## src/rtl/alu_flag_unit_if.sv

```systemverilog
// Capture/result bus between the ALU-side environment and alu_flag_unit.
// The master modport is the environment side and the slave modport is the flag unit.
interface alu_flag_unit_if #(
  parameter int WIDTH = 8
);
  logic             cap_valid;
  logic             cap_ready;
  logic [2:0]       func;
  logic [WIDTH-1:0] result;
  logic             carryOut;
  logic             zero;
  logic             negetive;
  logic             out_valid;
  logic             out_ready;
  logic [WIDTH-1:0] out_data;
  logic [2:0]       out_flags;

  modport master (
    output cap_valid, func, result, carryOut, zero, negetive, out_ready,
    input  cap_ready, out_valid, out_data, out_flags
  );

  modport slave (
    input  cap_valid, func, result, carryOut, zero, negetive, out_ready,
    output cap_ready, out_valid, out_data, out_flags
  );
endinterface

```

## src/rtl/alu_flag_unit.sv

```systemverilog
// ALU flag register (C/Z/N) with a carry feedback path and a result/flag FIFO.
// Optional flag consistency checker: define ALU_FLAG_CHECK_EN to add the flag_err port.
module alu_flag_unit #(
  parameter  int WIDTH = 8,
  parameter  int DEPTH = 4,
  localparam int AW    = $clog2(DEPTH),
  localparam int CW    = AW + 1
) (
  input  logic          clk,
  input  logic          rst,
  alu_flag_unit_if.slave bus,
  input  logic          clr_c,
  output logic          carryIn,
  output logic          flag_c,
  output logic          flag_z,
  output logic          flag_n,
  output logic [CW-1:0] count,
  output logic          drop_err
`ifdef ALU_FLAG_CHECK_EN
  ,
  output logic          flag_err
`endif
);

  typedef struct packed {
    logic             c;
    logic             z;
    logic             n;
    logic [WIDTH-1:0] data;
  } entry_t;

  entry_t        mem [DEPTH];
  logic [AW-1:0] wr_ptr;
  logic [AW-1:0] rd_ptr;
  logic          push;
  logic          pop;
  logic          carry_func;
  logic          func_unused;

  assign bus.cap_ready = (count != CW'(DEPTH));
  assign bus.out_valid = (count != '0);
  assign push          = bus.cap_valid & bus.cap_ready;
  assign pop           = bus.out_valid & bus.out_ready;

  // Only add/sub codes (000, 001) update the architectural carry.
  assign carry_func    = (bus.func[2:1] == 2'b00);
  assign func_unused   = bus.func[0];

  assign bus.out_data  = mem[rd_ptr].data;
  assign bus.out_flags = {mem[rd_ptr].c, mem[rd_ptr].z, mem[rd_ptr].n};
  assign carryIn       = flag_c;

  always_ff @(posedge clk or negedge rst) begin
    if (!rst) begin
      for (int unsigned i = 0; i < DEPTH; i++) begin
        mem[i] <= '0;
      end
      wr_ptr <= '0;
      rd_ptr <= '0;
      count  <= '0;
    end else begin
      if (push) begin
        mem[wr_ptr] <= '{c: bus.carryOut, z: bus.zero, n: bus.negetive, data: bus.result};
        wr_ptr      <= wr_ptr + AW'(1);
      end
      if (pop) begin
        rd_ptr <= rd_ptr + AW'(1);
      end
      case ({push, pop})
        2'b10:   count <= count + CW'(1);
        2'b01:   count <= count - CW'(1);
        default: count <= count;
      endcase
    end
  end

  always_ff @(posedge clk or negedge rst) begin
    if (!rst) begin
      flag_c <= 1'b0;
      flag_z <= 1'b0;
      flag_n <= 1'b0;
    end else begin
      if (clr_c) begin
        flag_c <= 1'b0;
      end else if (push && carry_func) begin
        flag_c <= bus.carryOut;
      end
      if (push) begin
        flag_z <= bus.zero;
        flag_n <= bus.negetive;
      end
    end
  end

  always_ff @(posedge clk or negedge rst) begin
    if (!rst) begin
      drop_err <= 1'b0;
    end else if (bus.cap_valid && !bus.cap_ready) begin
      drop_err <= 1'b1;
    end
  end

`ifdef ALU_FLAG_CHECK_EN
  logic z_calc;
  logic n_calc;

  assign z_calc = (bus.result == '0);
  assign n_calc = bus.result[WIDTH-1];

  always_ff @(posedge clk or negedge rst) begin
    if (!rst) begin
      flag_err <= 1'b0;
    end else if (push && ((z_calc != bus.zero) || (n_calc != bus.negetive))) begin
      flag_err <= 1'b1;
    end
  end
`endif

endmodule
```

## src/flat_wrapper.sv

```systemverilog
// flat-port wrapper written by rule: the top's interface ports become plain ports
module alu_flag_unit_flat 
#(
  parameter  int WIDTH = 8,
  parameter  int DEPTH = 4,
  localparam int AW    = $clog2(DEPTH),
  localparam int CW    = AW + 1
)
  (clk, rst, clr_c, carryIn, flag_c, flag_z, flag_n, count, drop_err, bus_cap_valid, bus_func, bus_result, bus_carryOut, bus_zero, bus_negetive, bus_out_ready, bus_cap_ready, bus_out_valid, bus_out_data, bus_out_flags);
  alu_flag_unit_if #(.WIDTH(WIDTH)) bus_i ();
  input  logic clk;
  input  logic rst;
  input  logic clr_c;
  output logic carryIn;
  output logic flag_c;
  output logic flag_z;
  output logic flag_n;
  output logic [CW-1:0] count;
  output logic drop_err;
  input wire logic [$bits(bus_i.cap_valid)-1:0] bus_cap_valid;
  input wire logic [$bits(bus_i.func)-1:0] bus_func;
  input wire logic [$bits(bus_i.result)-1:0] bus_result;
  input wire logic [$bits(bus_i.carryOut)-1:0] bus_carryOut;
  input wire logic [$bits(bus_i.zero)-1:0] bus_zero;
  input wire logic [$bits(bus_i.negetive)-1:0] bus_negetive;
  input wire logic [$bits(bus_i.out_ready)-1:0] bus_out_ready;
  output wire logic [$bits(bus_i.cap_ready)-1:0] bus_cap_ready;
  output wire logic [$bits(bus_i.out_valid)-1:0] bus_out_valid;
  output wire logic [$bits(bus_i.out_data)-1:0] bus_out_data;
  output wire logic [$bits(bus_i.out_flags)-1:0] bus_out_flags;
  assign bus_i.cap_valid = bus_cap_valid;
  assign bus_i.func = bus_func;
  assign bus_i.result = bus_result;
  assign bus_i.carryOut = bus_carryOut;
  assign bus_i.zero = bus_zero;
  assign bus_i.negetive = bus_negetive;
  assign bus_i.out_ready = bus_out_ready;
  assign bus_cap_ready = bus_i.cap_ready;
  assign bus_out_valid = bus_i.out_valid;
  assign bus_out_data = bus_i.out_data;
  assign bus_out_flags = bus_i.out_flags;
  alu_flag_unit #(.WIDTH(WIDTH), .DEPTH(DEPTH)) u_core (.clk(clk), .rst(rst), .bus(bus_i), .clr_c(clr_c), .carryIn(carryIn), .flag_c(flag_c), .flag_z(flag_z), .flag_n(flag_n), .count(count), .drop_err(drop_err));
endmodule
```

## config.mk

```make
export PLATFORM = sky130hd
export DESIGN_NAME = alu_flag_unit_flat
export DESIGN_NICKNAME = d
export VERILOG_FILES = /design/src/rtl/alu_flag_unit_if.sv /design/src/rtl/alu_flag_unit.sv /design/src/flat_wrapper.sv
export SDC_FILE = /design/constraint.sdc
export NUM_CORES = 1
export LEC_CHECK = 0
export BUFFER_PORTS_ARGS = -buffer_cell sky130_fd_sc_hd__buf_4
export CAP_MARGIN = 20
export CORE_UTILIZATION = 55
export DETAILED_ROUTE_END_ITERATION = 8
export GPL_TIMING_DRIVEN = 1
export PLACE_DENSITY = 0.78
export SLEW_MARGIN = 20
export SYNTH_ARGS = -nofsm -noshare
export SYNTH_HDL_FRONTEND = slang
export SYNTH_SLANG_ARGS = --single-unit
```

## constraint.sdc

```tcl
create_clock -name clk -period 3.4 [get_ports clk]
set_input_delay 0.34 -clock clk [delete_from_list [all_inputs] [get_ports clk]]
set_output_delay 0.34 -clock clk [all_outputs]
set_load 0.03 [all_outputs]
```

==> out/qor.txt <==
Post-Syn Instances - 159
Peak Freq - 429 MHz
Status - complete, no violations
Detailed Route WL - 4530 um
Register area share after synthesis - 55.1%
Lkg Pwr - 0.00129 uW
Drt drc - 0
Unrepaired setup endpoints after global routing - false
Post-Syn Area - 2500 um2
Top cell type's share of synthesized area - 55.1%
Met1 Use GR - 26.9%
Slew @ Worst Pin - 0.772 ns
Net count after synthesis - 184
Core Region - 4350 um2
Cell variety after synth - 21
Max Slew Vio Count - 0
Overall global routing resource usage - 21.1%
Vias - 1432
Worst setup SP type - flop
Pwr/cell area - 1090 nW/um2
CTS Root Cell - clkbuf_8
Ports - 40
Worst EP arrival - 2.56 ns
Ys async rst share - 100%
First-pass GRT wire length - 7600 um
Grt met2 use - 35.4%
Port Buf Inserts - 38
Vias per cell - 5.66
First drt pass iteration count - 6
Layout cells sized above 1 - 53.2%
Total power - 3150 uW
Hold Fails Final Rpt - 0
CP endpoint kind - flop
Global-route track usage on met3 - 5.67%
Placer congestion estimate - 0.675
Most used routing layer - met2
Number of global-route vias before repair - 1520
CTS max path bufs - 2
CTS tree - built
Final period demand of the worst path - 2.33 ns
Synth area leader - dfrtp_1
CP Class - reg2reg
Initial antenna violation count - 0
# hold bufs at CTS - 0
Synth Register Bits - 55
CTS resizes - 0
Worst hold-check path type - in2async
Die height - 69.4 um
Worst vdd ir - 0.540 mV
Antenna cells - 0
Most used DFF post-synth - dfrtp_1
Total CTS buffers - 5
Setup Viol. Count Final - 0
Worst r2r src - u_core.count[0]
R2R depth - 8
Crit Path Max Fanout - 8
Avg Cell Area, Syn - 15.7 um2
EDFF count, synth - 0
Detailed Route Iter0 Violations - 66
Congestion Overflow GR - 0
Rel. slew slack - 48.5%
Syn-to-layout area delta - 16.0%
Post-DRT Antenna Nets - 0
FP Rows - 24
R2R setup slack - 1.07 ns
Sum Neg Setup Slack - 0 ns
CP required - 3.63 ns
Max-cap violations - 0
DIE WIDTH - 69.4 um
Yosys Warn Count - 0
Post-CTS Setup Inserts - 0
CTS Sinks - 55
Later-pin clock latency in the skew report - 0.31 ns
Initial core utilization - 57.4%
Drt wl/cell - 17.9 um
Worst R2R End - u_core.count[2]
Layout net count - 225
H-Tree Depth - 2
Setup Skew - 0.00980 ns
Hpwl dp - 3090 um
Clock slew at reported path FFs - 0.09 ns
Fin crit share - 68.6%
Ranking of synthesized cells by area - dfrtp_1, mux2_2, mux4_2
Top post-synthesis cells by count - dfrtp_1, mux2_2, mux4_2
Top-count cell post-synth - dfrtp_1
Largest net degree at the start of global routing - 56
Area of the die - 4820 um2
logic make-up (layout without fill, tap and decap cells):
| family | Yosys count | after routing | share of synthesized area, % |
|---|---|---|---|
| XOR/XNOR | 6 | 6 | 2.10 |
| buffers and inverters | 14 | 56 | 3.40 |
| flip-flops | 55 | 55 | 55.1 |
| AO/OA/AOI/OAI | 2 | 2 | 0.651 |
| multiplexers | 60 | 60 | 31.9 |
| AND/OR/NAND/NOR | 16 | 16 | 3.60 |
| adder cells (fa/ha/maj) | 6 | 6 | 3.30 |
layout make-up:
| class | count | area (um2) |
|---|---|---|
| Clock buffer | 7 | 76.3 |
| Clock inverter | 1 | 5.00 |
| Fill cell | 313 | 1460 |
| Inverter | 6 | 22.5 |
| Multi-Input combinational cell | 90 | 1040 |
| Sequential cell | 55 | 1380 |
| Tap cell | 52 | 65.1 |
| Timing Repair Buffer | 42 | 315 |
how the worst max path moves through the flow:
| stage | startpoint | to |
|---|---|---|
| global route | u_core.count[0] | u_core.count[2] |
| global placement | u_core.count[0] | u_core.count[2] |
| CTS | u_core.rd_ptr[0] | bus_out_data[6] |
| floorplan | u_core.count[2] | u_core.count[2] |
| finish | u_core.count[0] | u_core.count[2] |
| detailed placement | u_core.count[0] | u_core.count[2] |
sequential cells by signal, indices dropped and copies added (netlist names):
signal	cells
u_core.drop_err	1
u_core.mem	44
u_core.flag_n	1
u_core.count	3
u_core.carryIn	1
u_core.rd_ptr	2
u_core.flag_z	1
u_core.wr_ptr	2
worst max-delay path: stages, from the launching register on:
cell	delay, ns
dfrtp_1	0.48
nor3b_4	0.38
nand2b_1	0.31
ha_1	0.24
inv_1	0.06
fa_1	0.37
xor2_1	0.15
nor2_1	0.11
xor2_1	0.16
per-stage QoR:
stage	std cells	setup WS, ns	hold slack [ns]	instance area [um2]	utilization (%)
after floorplan	159	1.18	0.0444	2500	-
after global placement	245	1.21	0.406	2820	64.7
after detailed placement	245	1.12	0.423	2820	64.7
after CTS	253	1.07	0.0793	2900	66.6
after global routing	253	0.893	0.103	2900	66.6
final	253	1.07	0.0455	2900	66.6
power breakdown:
part	leakage [uW]	switching [uW]	internal [uW]
sequential	0.000650	266	983
combinational	0.000596	738	820
clock	0.0000422	196	145
metal layers:
metal  part of all wire (%)  vias to the layer above
met2                     53                       28
met3                    3.6                        5
li1                       -                      638
met4                    1.1                        0
met5                      0                        -
met1                     42                      761
cells in the final DEF, fill, tap and decap left out:
master	Yosys	layout
or3_1	1	1
xor2_1	3	3
nor4b_1	1	1
nand2b_1	3	3
inv_1	6	6
buf_4	2	42
mux4_2	11	11
xnor2_1	3	3
fa_1	1	1
mux2i_1	2	2
o31a_1	1	1
nor2_1	5	5
nand2_1	5	5
ha_1	5	5
nor3b_4	1	1
clkbuf_1	0	2
a21o_1	1	1
clkinv_2	0	1
dfrtp_1	55	55
mux2_2	47	47
clkbuf_8	0	5
Note: power is estimated with default switching activity, not from simulation.
